File: src/rtl/vdp_sprite_line_scanner_if.sv
// Scanner-side bus: Y attribute fetch, start/raster control, renderer hit-list read port and status.
interface vdp_sprite_line_scanner_if #(
    parameter int Y_WIDTH = 9
);
    logic               start_new_line;
    logic [Y_WIDTH-1:0] render_y;
    logic [7:0]         y_read_address;
    logic [15:0]        y_read_data;
    logic [7:0]         hl_read_address;
    logic [15:0]        hl_read_data;
    logic               busy;
    logic               line_overflow;
    logic [7:0]         hit_count;

    modport slave (
        input  start_new_line, render_y, y_read_data, hl_read_address,
        output y_read_address, hl_read_data, busy, line_overflow, hit_count
    );

    modport master (
        output start_new_line, render_y, y_read_data, hl_read_address,
        input  y_read_address, hl_read_data, busy, line_overflow, hit_count
    );
endinterface

File: src/rtl/vdp_sprite_line_scanner.sv
// Per-line sprite Y scanner: tests every sprite against render_y and builds a
// double-buffered hit list (fill bank written by the scan, read bank served to the renderer).
module vdp_sprite_line_scanner #(
    parameter int SPRITE_COUNT = 256,
    parameter int MAX_PER_LINE = 64,
    parameter int Y_WIDTH      = 9
) (
    input  logic                        clk,
    input  logic                        reset_n,
    vdp_sprite_line_scanner_if.slave    bus
);
    localparam int          DEPTH      = MAX_PER_LINE + 1;
    localparam int          AW         = $clog2(DEPTH);
    localparam logic [8:0]  LAST_IDX   = 9'(SPRITE_COUNT);
    localparam logic [8:0]  DEPTH9     = 9'(DEPTH);
    localparam logic [7:0]  MAX_CNT    = 8'(MAX_PER_LINE);
    localparam logic [15:0] TERM_ENTRY = 16'h8000;

    typedef enum logic [1:0] {S_IDLE, S_SCAN, S_TERM} state_e;

    state_e      state_q, state_d;
    logic [8:0]  idx_q, idx_d;
    logic        fill_q, fill_d;
    logic [7:0]  cnt_q, cnt_d;
    logic        ovf_q, ovf_d;
    logic        rdv_q, rdv_d;
    logic [7:0]  hc_q, hc_d;
    logic        lo_q, lo_d;
    logic [15:0] rd_data_q;
    logic [15:0] mem_q [2][DEPTH];

    logic        we;
    logic        wbank;
    logic [7:0]  widx;
    logic [15:0] wdata;

    // Hit test on the attribute returned for the id addressed last cycle
    logic [Y_WIDTH-1:0] delta;
    logic [6:0]         height, off_flip;
    logic [5:0]         offset;
    logic [8:0]         prev_idx;
    logic               hit;
    logic [15:0]        entry;
    logic               unused_bits;

    assign delta    = bus.render_y - bus.y_read_data[Y_WIDTH-1:0];
    assign height   = 7'd8 << bus.y_read_data[14:13];
    assign hit      = delta < {{(Y_WIDTH-7){1'b0}}, height};
    assign off_flip = height - 7'd1 - delta[6:0];
    assign offset   = bus.y_read_data[12] ? off_flip[5:0] : delta[5:0];
    assign prev_idx = idx_q - 9'd1;
    assign entry    = {1'b0, bus.y_read_data[15], offset, prev_idx[7:0]};
    assign unused_bits = ^bus.y_read_data;

    always_ff @(posedge clk or negedge reset_n) begin
        if (!reset_n) begin
            state_q <= S_IDLE;
            idx_q   <= '0;
            fill_q  <= 1'b0;
            cnt_q   <= '0;
            ovf_q   <= 1'b0;
            rdv_q   <= 1'b0;
            hc_q    <= '0;
            lo_q    <= 1'b0;
        end else begin
            state_q <= state_d;
            idx_q   <= idx_d;
            fill_q  <= fill_d;
            cnt_q   <= cnt_d;
            ovf_q   <= ovf_d;
            rdv_q   <= rdv_d;
            hc_q    <= hc_d;
            lo_q    <= lo_d;
        end
    end

    always_comb begin
        state_d = state_q;
        idx_d   = idx_q;
        fill_d  = fill_q;
        cnt_d   = cnt_q;
        ovf_d   = ovf_q;
        rdv_d   = rdv_q;
        hc_d    = hc_q;
        lo_d    = lo_q;
        we      = 1'b0;
        wbank   = fill_q;
        widx    = cnt_q;
        wdata   = TERM_ENTRY;

        if (bus.start_new_line) begin
            // Abort seals the pre-swap bank with a terminator and flags it truncated
            if (state_q != S_IDLE) we = 1'b1;
            lo_d    = ovf_q | (state_q != S_IDLE);
            hc_d    = cnt_q;
            fill_d  = ~fill_q;
            rdv_d   = 1'b1;
            cnt_d   = '0;
            ovf_d   = 1'b0;
            idx_d   = '0;
            state_d = S_SCAN;
        end else begin
            case (state_q)
                S_SCAN: begin
                    idx_d = idx_q + 9'd1;
                    if (idx_q == LAST_IDX) state_d = S_TERM;
                    if (idx_q != 9'd0 && hit) begin
                        we = 1'b1;
                        if (cnt_q == MAX_CNT) begin
                            // Overflow cycle doubles as the terminator write
                            ovf_d   = 1'b1;
                            state_d = S_IDLE;
                        end else begin
                            wdata = entry;
                            cnt_d = cnt_q + 8'd1;
                        end
                    end
                end
                S_TERM: begin
                    we      = 1'b1;
                    idx_d   = '0;
                    state_d = S_IDLE;
                end
                default: ;
            endcase
        end
    end

    always_ff @(posedge clk) begin
        if (we) mem_q[wbank][widx[AW-1:0]] <= wdata;
    end

    always_ff @(posedge clk or negedge reset_n) begin
        if (!reset_n)
            rd_data_q <= TERM_ENTRY;
        else if (!rdv_q || {1'b0, bus.hl_read_address} >= DEPTH9)
            rd_data_q <= TERM_ENTRY;
        else
            rd_data_q <= mem_q[~fill_q][bus.hl_read_address[AW-1:0]];
    end

    assign bus.y_read_address = idx_q[7:0];
    assign bus.hl_read_data   = rd_data_q;
    assign bus.busy           = (state_q != S_IDLE);
    assign bus.line_overflow  = lo_q;
    assign bus.hit_count      = hc_q;
endmodule

File: src/flat_wrapper.sv
// flat-port wrapper written by rule: the top's interface ports become plain ports
module vdp_sprite_line_scanner_flat 
#(
    parameter int SPRITE_COUNT = 256,
    parameter int MAX_PER_LINE = 64,
    parameter int Y_WIDTH      = 9
)
  (clk, reset_n, bus_start_new_line, bus_render_y, bus_y_read_data, bus_hl_read_address, bus_y_read_address, bus_hl_read_data, bus_busy, bus_line_overflow, bus_hit_count);
  vdp_sprite_line_scanner_if #(.Y_WIDTH(Y_WIDTH)) bus_i ();
  input  logic clk;
  input  logic reset_n;
  input wire logic [$bits(bus_i.start_new_line)-1:0] bus_start_new_line;
  input wire logic [$bits(bus_i.render_y)-1:0] bus_render_y;
  input wire logic [$bits(bus_i.y_read_data)-1:0] bus_y_read_data;
  input wire logic [$bits(bus_i.hl_read_address)-1:0] bus_hl_read_address;
  output wire logic [$bits(bus_i.y_read_address)-1:0] bus_y_read_address;
  output wire logic [$bits(bus_i.hl_read_data)-1:0] bus_hl_read_data;
  output wire logic [$bits(bus_i.busy)-1:0] bus_busy;
  output wire logic [$bits(bus_i.line_overflow)-1:0] bus_line_overflow;
  output wire logic [$bits(bus_i.hit_count)-1:0] bus_hit_count;
  assign bus_i.start_new_line = bus_start_new_line;
  assign bus_i.render_y = bus_render_y;
  assign bus_i.y_read_data = bus_y_read_data;
  assign bus_i.hl_read_address = bus_hl_read_address;
  assign bus_y_read_address = bus_i.y_read_address;
  assign bus_hl_read_data = bus_i.hl_read_data;
  assign bus_busy = bus_i.busy;
  assign bus_line_overflow = bus_i.line_overflow;
  assign bus_hit_count = bus_i.hit_count;
  vdp_sprite_line_scanner #(.SPRITE_COUNT(SPRITE_COUNT), .MAX_PER_LINE(MAX_PER_LINE), .Y_WIDTH(Y_WIDTH)) u_core (.clk(clk), .reset_n(reset_n), .bus(bus_i));
endmodule
File: config.mk
export PLATFORM = sky130hd
export DESIGN_NAME = vdp_sprite_line_scanner_flat
export DESIGN_NICKNAME = d
export VERILOG_FILES = /design/src/rtl/vdp_sprite_line_scanner_if.sv /design/src/rtl/vdp_sprite_line_scanner.sv /design/src/flat_wrapper.sv
export SDC_FILE = /design/constraint.sdc
export NUM_CORES = 2
export LEC_CHECK = 0
export ABC_CLOCK_PERIOD_IN_PS = 15510
export CAP_MARGIN = 10
export CORE_MARGIN = 2
export CORE_UTILIZATION = 25
export DETAILED_ROUTE_END_ITERATION = 16
export GPL_TIMING_DRIVEN = 0
export SLEW_MARGIN = 25
export SYNTH_ARGS = -nofsm -noshare
export SYNTH_HDL_FRONTEND = slang
export SYNTH_SLANG_ARGS = --single-unit
File: constraint.sdc
create_clock -name clk -period 15.51 [get_ports clk]
set_clock_uncertainty 0.05 [all_clocks]
set_input_delay 3.8775 -clock clk [delete_from_list [all_inputs] [get_ports clk]]
set_output_delay 3.8775 -clock clk [all_outputs]
set_load 0.005 [all_outputs]
; Word level (Yosys, flattened, before mapping)
; Memories as Yosys holds them, arrays and structs flattened.
; Cells that the tools add are included.
[classes]
add_sub_neg = 6
magnitude_cmp = 5
eq_ne = 5
shift = 1
n_mux = 32
n_bitwise = 4
n_reduce_logical = 12
[ops]
columns = op, n
row1 = $mux W1040, 1
row2 = $mux W16, 8
row3 = $bmux W16 S7, 1
row4 = $demux W16 S7, 1
row5 = $mux W8, 4
row6 = $pmux W9 S2, 1
row7 = $ge A8 B8 Y1 const B, 2
row8 = $not A7 Y8, 2
row9 = $add A9 B1 Y9 const B, 1
row10 = $eq A9 B9 Y1 const B, 1
row11 = $lt A9 B7 Y1, 1
row12 = $mux W9, 1
row13 = $reduce_bool A9 Y1, 1
row14 = $sub A9 B9 Y9, 1
row15 = $add A8 B1 Y8 const B, 1
row16 = $eq A8 B7 Y1 const B, 1
row17 = $ge A8 B7 Y1 const B, 1
row18 = $lt A8 B1 Y1 const B, 1
row19 = $mux W1, 8
row20 = $mux W2, 4
row21 = $reduce_bool A2 Y1, 4
row22 = $sub A8 B1 Y8 const B, 1
row23 = $shl A4 B2 Y7 const A, 1
row24 = $mux W6, 1
row25 = 14 further kinds, 16
[totals]
regBits = 47
mem_bits_rw = 2080
inputBits = 36
out_inout_bits = 34
elab_cells = 75
mem_count = 1
[mem_list]
columns = memory, words, width, rd, rd_ports_with_merged_regs, write_ports, line
row1 = u_core.mem_q, 2, 1040, 1, 0, 1, vdp_sprite_line_scanner.sv:30  ; logic [15:0] mem_q [2][DEPTH];

; Longest topological paths before layout
[logic_depth]
word_depth = 8
ltp_mapped = 17
depth_no_buf = 15

; Worst setup path before layout
; Ideal clock, no wire load.
[synth_path]
path_type = input -> register
start = input bus_y_read_data[1]
end = memory u_core.mem_q[0][1002] (netlist bit) (data pin)
setup_ns = 0.808
arrival_time_ns = 10.670
t_required_ns = 14.652
setup_slack_ns = 3.982
stages = 17
path_buffers = 2
cell_sequence = inv_1 ha_1 nor2b_1 o21a_1 o21a_1 o21a_1 or3_1 and2_1 ha_1 o21ai_1 nand2b_1 a221oi_4 nand2_1 or4_1 buf_2 buf_2 nor2_1
[synth_between]
elab_chain_cells = 7
elab_cells_between_ends = 9
cone_classes = add/sub: 2 / order compare: 1 / mux: 5 / reduce/logical: 1
[synth_rtl]
columns = element, line
row1 = start: declaration, flat_wrapper.sv:14  ; input wire logic [$bits(bus_i.y_read_data)-1:0] bus_y_read_data;
row2 = $sub A9 B9 Y9 *, vdp_sprite_line_scanner.sv:46  ; assign delta = bus.render_y - bus.y_read_data[Y_WIDTH-1:0];
row3 = $sub A6 B6 Y6, vdp_sprite_line_scanner.sv:49  ; assign off_flip = height - 7'd1 - delta[6:0];
row4 = $mux W6, vdp_sprite_line_scanner.sv:50  ; assign offset = bus.y_read_data[12] ? off_flip[5:0] : delta[5:0];
row5 = $mux W16, vdp_sprite_line_scanner.sv:109  ; if (cnt_q == MAX_CNT) begin
row6 = $mux W16 *, vdp_sprite_line_scanner.sv:107  ; if (idx_q != 9'd0 && hit) begin
row7 = $mux W16 *, vdp_sprite_line_scanner.sv:103  ; case (state_q)
row8 = $mux W16 *, vdp_sprite_line_scanner.sv:91  ; if (bus.start_new_line) begin
row9 = named net u_core.wdata[10], vdp_sprite_line_scanner.sv:35  ; logic [15:0] wdata;
row10 = end: declaration, vdp_sprite_line_scanner.sv:30
; The timed path passes the listed nets; every way through them passes the cells marked *.

; Worst setup path in the final report
[layout_path]
start = input bus_y_read_data[1]
end = memory u_core.mem_q[1][580] (netlist bit) (enable)
[layout_between]
elab_chain_cells = 8
[layout_rtl]
columns = element, line
row1 = $sub A9 B9 Y9, vdp_sprite_line_scanner.sv:46
row2 = $lt A9 B7 Y1, vdp_sprite_line_scanner.sv:48  ; assign hit = delta < {{(Y_WIDTH-7){1'b0}}, height};
row3 = $logic_and A1 B1 Y1, vdp_sprite_line_scanner.sv:107
row4 = $mux W1, vdp_sprite_line_scanner.sv:107
row5 = $pmux W1 S2, vdp_sprite_line_scanner.sv:103
row6 = $mux W1, vdp_sprite_line_scanner.sv:91
row7 = $mux W1, vdp_sprite_line_scanner.sv:130  ; if (we) mem_q[wbank][widx[AW-1:0]] <= wdata;
row8 = $mux W1040 (not written as such), vdp_sprite_line_scanner.sv:130
; Every way passes these cells.

==> impl_metrics.py <==
metrics = {
    "run_status": {
        "outcome": "complete, no violations",
    },
    "placed_design": {
        "hpwl_mm": 227,
        "place_congestion": 0.994,
        "portBuffers": 64,
        "dp.cells": 9239,
    },
    "floorplanning": {
        "die_h_um": 584,
        "rows": 213,
        "die_area_um2": 341000,
        "fp.dieW_um": 584,
        "coreArea_um2": 336000,
        "io_pins": 70,
        "initial_core_util_pct": 25.1,
    },
    "yosys": {
        "yosys.area.top_type": "edfxtp_1",
        "synth-compound-area-share_pct": 3.35,
        "synthCells": 4167,
        "yosysUniqueCellTypes": 71,
        "yosys_warnings": 0,
        "netlist_area_um2": 84200,
        "synthMuxAreaShare_pct": 15.3,
        "ys_seq_elements": 2127,
        "syn_area_per_cell_um2": 20.2,
        "synth_seq_area_share_pct": 75.6,
        "async_flop_share_pct": 2.21,
        "synth_xor_area_share_pct": 0.218,
        "synth-edff-count": 2080,
        "synth.most_common_cell": "edfxtp_1",
        "synthSimpleGateAreaFrac_pct": 3.34,
        "yosys-top-cells-count": "edfxtp_1 (2,080), mux4_2 (449), mux2i_1 (201)",
        "syn_nets": 4225,
        "netlist_top_cells_area": "edfxtp_1 (74%), mux4_2 (12%), mux2i_1 (2.4%)",
        "synth_top_family_by_area": "multiplexers",
        "synthAdderAreaFrac_pct": 0.345,
        "ys.flop_type": "edfxtp_1",
        "synth_top_cell_area_share_pct": 74.2,
    },
    "flow_run": {
        "max-cap-violations": 0,
    },
    "setup_path": {
        "worstRegToRegCells": 11,
        "critical_path.endpoint_type": "flip-flop",
        "r2r-start": "u_core.fill_q",
        "crit_path_max_fanout": 10,
        "path_buf_inv": 7,
        "path_class": "in -> reg",
        "slowest_delay_ns": 0.89,
        "crit_required_ns": 16.03,
        "cp_top_family": "buffers and inverters",
        "cp_slowest_cell": "nor4_2",
        "reg2reg_to": "u_core.mem_q[1][932]",
        "startpoint_type": "input port",
        "crit_arrival_ns": 9.90,
        "ff2ff_setup_slack_ns": 10.25,
        "worstSetupStartpoint": "bus_y_read_data[1]",
        "cp.depth": 21,
        "crit_chain": "clkdlybuf4s50_1 > inv_1 > ha_1 > nor2b_1 > o21a_1 > o21a_1 > o21a_1 > or3_1 > and2_1 > ha_1 > o21ai_1 > nand2b_1 > a221oi_4 > nand2_1 > o31a_1 > clkbuf_1 > nor4_2 > buf_2 > buf_2 > buf_4 > buf_2",
    },
    "global_routing": {
        "grt.overflow.total": 0,
        "grt_pass1_vias": 47800,
        "grt.total_usage_pct": 17.7,
        "antenna_found_initial": 18,
        "grt_first_pass_wirelength_mm": 413,
        "grt_max_degree": 127,
    },
    "timing": {
        "fmax_mhz": 107,
        "whs_ns": 0.449,
        "tightest_slew_ns": 1.24,
        "hold_viol": 0,
        "max_slew_margin_pct": 17.1,
        "setup_violations": 0,
        "fin_crit_sh_pct": 60.5,
        "drv_slew": 0,
        "rsz0062_at_grt": "false",
        "post-route-min-period_ns": 9.38,
        "tns_ns": 0,
    },
    "power": {
        "powerDensity_nw_per_um2": 136,
        "clockPowerShare_pct": 34.3,
        "p_comb_share_pct": 20.6,
        "power.leakage_uw": 0.0343,
        "p_sw_uw": 4020,
        "pwr-share-seq_pct": 45.2,
        "p_int_uw": 9970,
        "power_uw": 14000,
        "swShare_pct": 28.7,
        "ir_drop_mv": 0.120,
    },
    "clocking": {
        "clk_pin_slew_ns": 0.06,
        "cts_tree": "built",
        "numCtsBuffers": 208,
        "clockBufferDepth": 3,
        "cts_hold_buffers": 0,
        "post_cts_buffers": 0,
        "htreeDepth": 4,
        "cts_sinks": 2127,
        "clock-root-buffer": "clkbuf_16",
        "cts_resized": 0,
        "clock_latency_ns": 0.87,
    },
    "cells_and_area": {
        "nFillCells": 32400,
        "stdcell_count": 9622,
        "nets": 5100,
        "area_growth_pct": 22.2,
        "layout-drive-gt1-share_pct": 33.4,
    },
    "worst_hold_path": {
        "hold_depth": 1,
        "min_to": "u_core.bus.line_overflow",
        "min_from": "u_core.ovf_q",
        "hold_path_class": "reg -> reg",
    },
    "route": {
        "wl_per_cell_um": 32.2,
        "firstDrtPassIters": 6,
        "drt-total-wl_mm": 310,
        "vias": 50100,
        "drtIter0Drc": 8954,
        "route.detailed.drc": 0,
        "avgViaCountPerCell": 5.21,
        "antenna_left": 0,
    },
}
metal layers:
metal / up-vias / GRT usage, % / wire, µm / part of all wire (%)
met2: 3843 / 27.3 / 138000 / 45
met5: - / 0 / 55 / 0.018
li1: 19200 / - / - / -
met3: 737 / 5.32 / 39700 / 13
met1: 26300 / 22.5 / 113000 / 36
met4: 8 / 9.18 / 19200 / 6.2
power by group through the flow:
stage	sequential (µW)	clock, µW	combinational (µW)
after detailed placement	6440	0	2820
after global routing	6320	5030	2930
final	6320	4790	2880
after floorplan	6450	0	1650
after CTS	6320	4810	2820
after global placement	6470	0	2720
stage by stage:
stage	worst slack [ns]	util, %	cell area, µm²
4_1_cts	6.31	30.6	103000
6_report	6.13	30.6	103000
2_1_floorplan	3.98	-	84200
5_1_grt	5.99	30.6	103000
3_3_place_gp	-2.24	26.9	90300
3_5_place_dp	5.42	28.7	96500
registers in the layout (all words and copies together), names as in the netlist:
signal and cells:
u_core.bus.hl_read_data 16, u_core.rdv_q 1, u_core.ovf_q 1, u_core.bus.line_overflow 1, u_core.fill_q 1, u_core.bus.hit_count 8
u_core.mem_q 2080, u_core.cnt_q 8, u_core.idx_q 9, u_core.state_q 2
worst max-delay path by stage:
stage | end | slack (ns)
after detailed placement | u_core.mem_q[1][578] | 5.42
after CTS | u_core.mem_q[1][580] | 6.31
after global placement | u_core.mem_q[1][792] | -2.24
after global routing | u_core.mem_q[1][590] | 5.99
after floorplan | u_core.mem_q[0][1002] | 3.98
final | u_core.mem_q[1][580] | 6.13
cell families (layout without fill, tap and decap cells):
kind of cell,Yosys count,after routing
compound gates,433,433
simple gates,561,561
fa+ha+maj,22,22
buf+inv,289,1333
other cells,0,4
flops,2127,2127
mux,714,714
xor+xnor,21,21
final cells by class:
cell class	instances	area (µm²)	area share, %
Timing Repair Buffer	665	5780	5.62
Antenna cell	4	10.0	0.00973
Multi-Input combinational cell	1751	19900	19.4
Tap cell	4407	5510	5.36
Clock buffer	258	5440	5.29
Buffer	258	1530	1.49
Inverter	31	116	0.113
Sequential cell	2127	63600	61.9
Clock inverter	121	878	0.854
cell usage in the layout, fill, tap and decap left out, drive strengths merged, types with 5 or more instances in the layout:
cell type / synthesis / layout
mux4: 449 / 449
o41ai: 5 / 5
a21oi: 109 / 109
and3: 5 / 5
xnor2: 10 / 10
buf: 160 / 761
a31oi: 15 / 15
a211o: 5 / 5
nand4: 13 / 13
or2: 7 / 7
o221ai: 29 / 29
mux2i: 201 / 201
nand3: 39 / 39
nand2b: 15 / 15
nor2: 131 / 131
nor3: 74 / 74
clkinv: 2 / 106
xor2: 11 / 11
mux2: 64 / 64
clkbuf: 98 / 356
a2111oi: 11 / 11
clkdlybuf4s50: 0 / 63
a221oi: 12 / 12
inv: 29 / 39
nor2b: 18 / 18
a211oi: 6 / 6
dfrtp: 46 / 46
nand2: 109 / 109
edfxtp: 2080 / 2080
or3: 5 / 5
o21bai: 16 / 16
o21ai: 92 / 92
a22oi: 50 / 50
a21o: 9 / 9
nor4: 120 / 120
nor3b: 13 / 13
ha: 20 / 20
o22ai: 40 / 40
(Power assumes the default switching activity.)
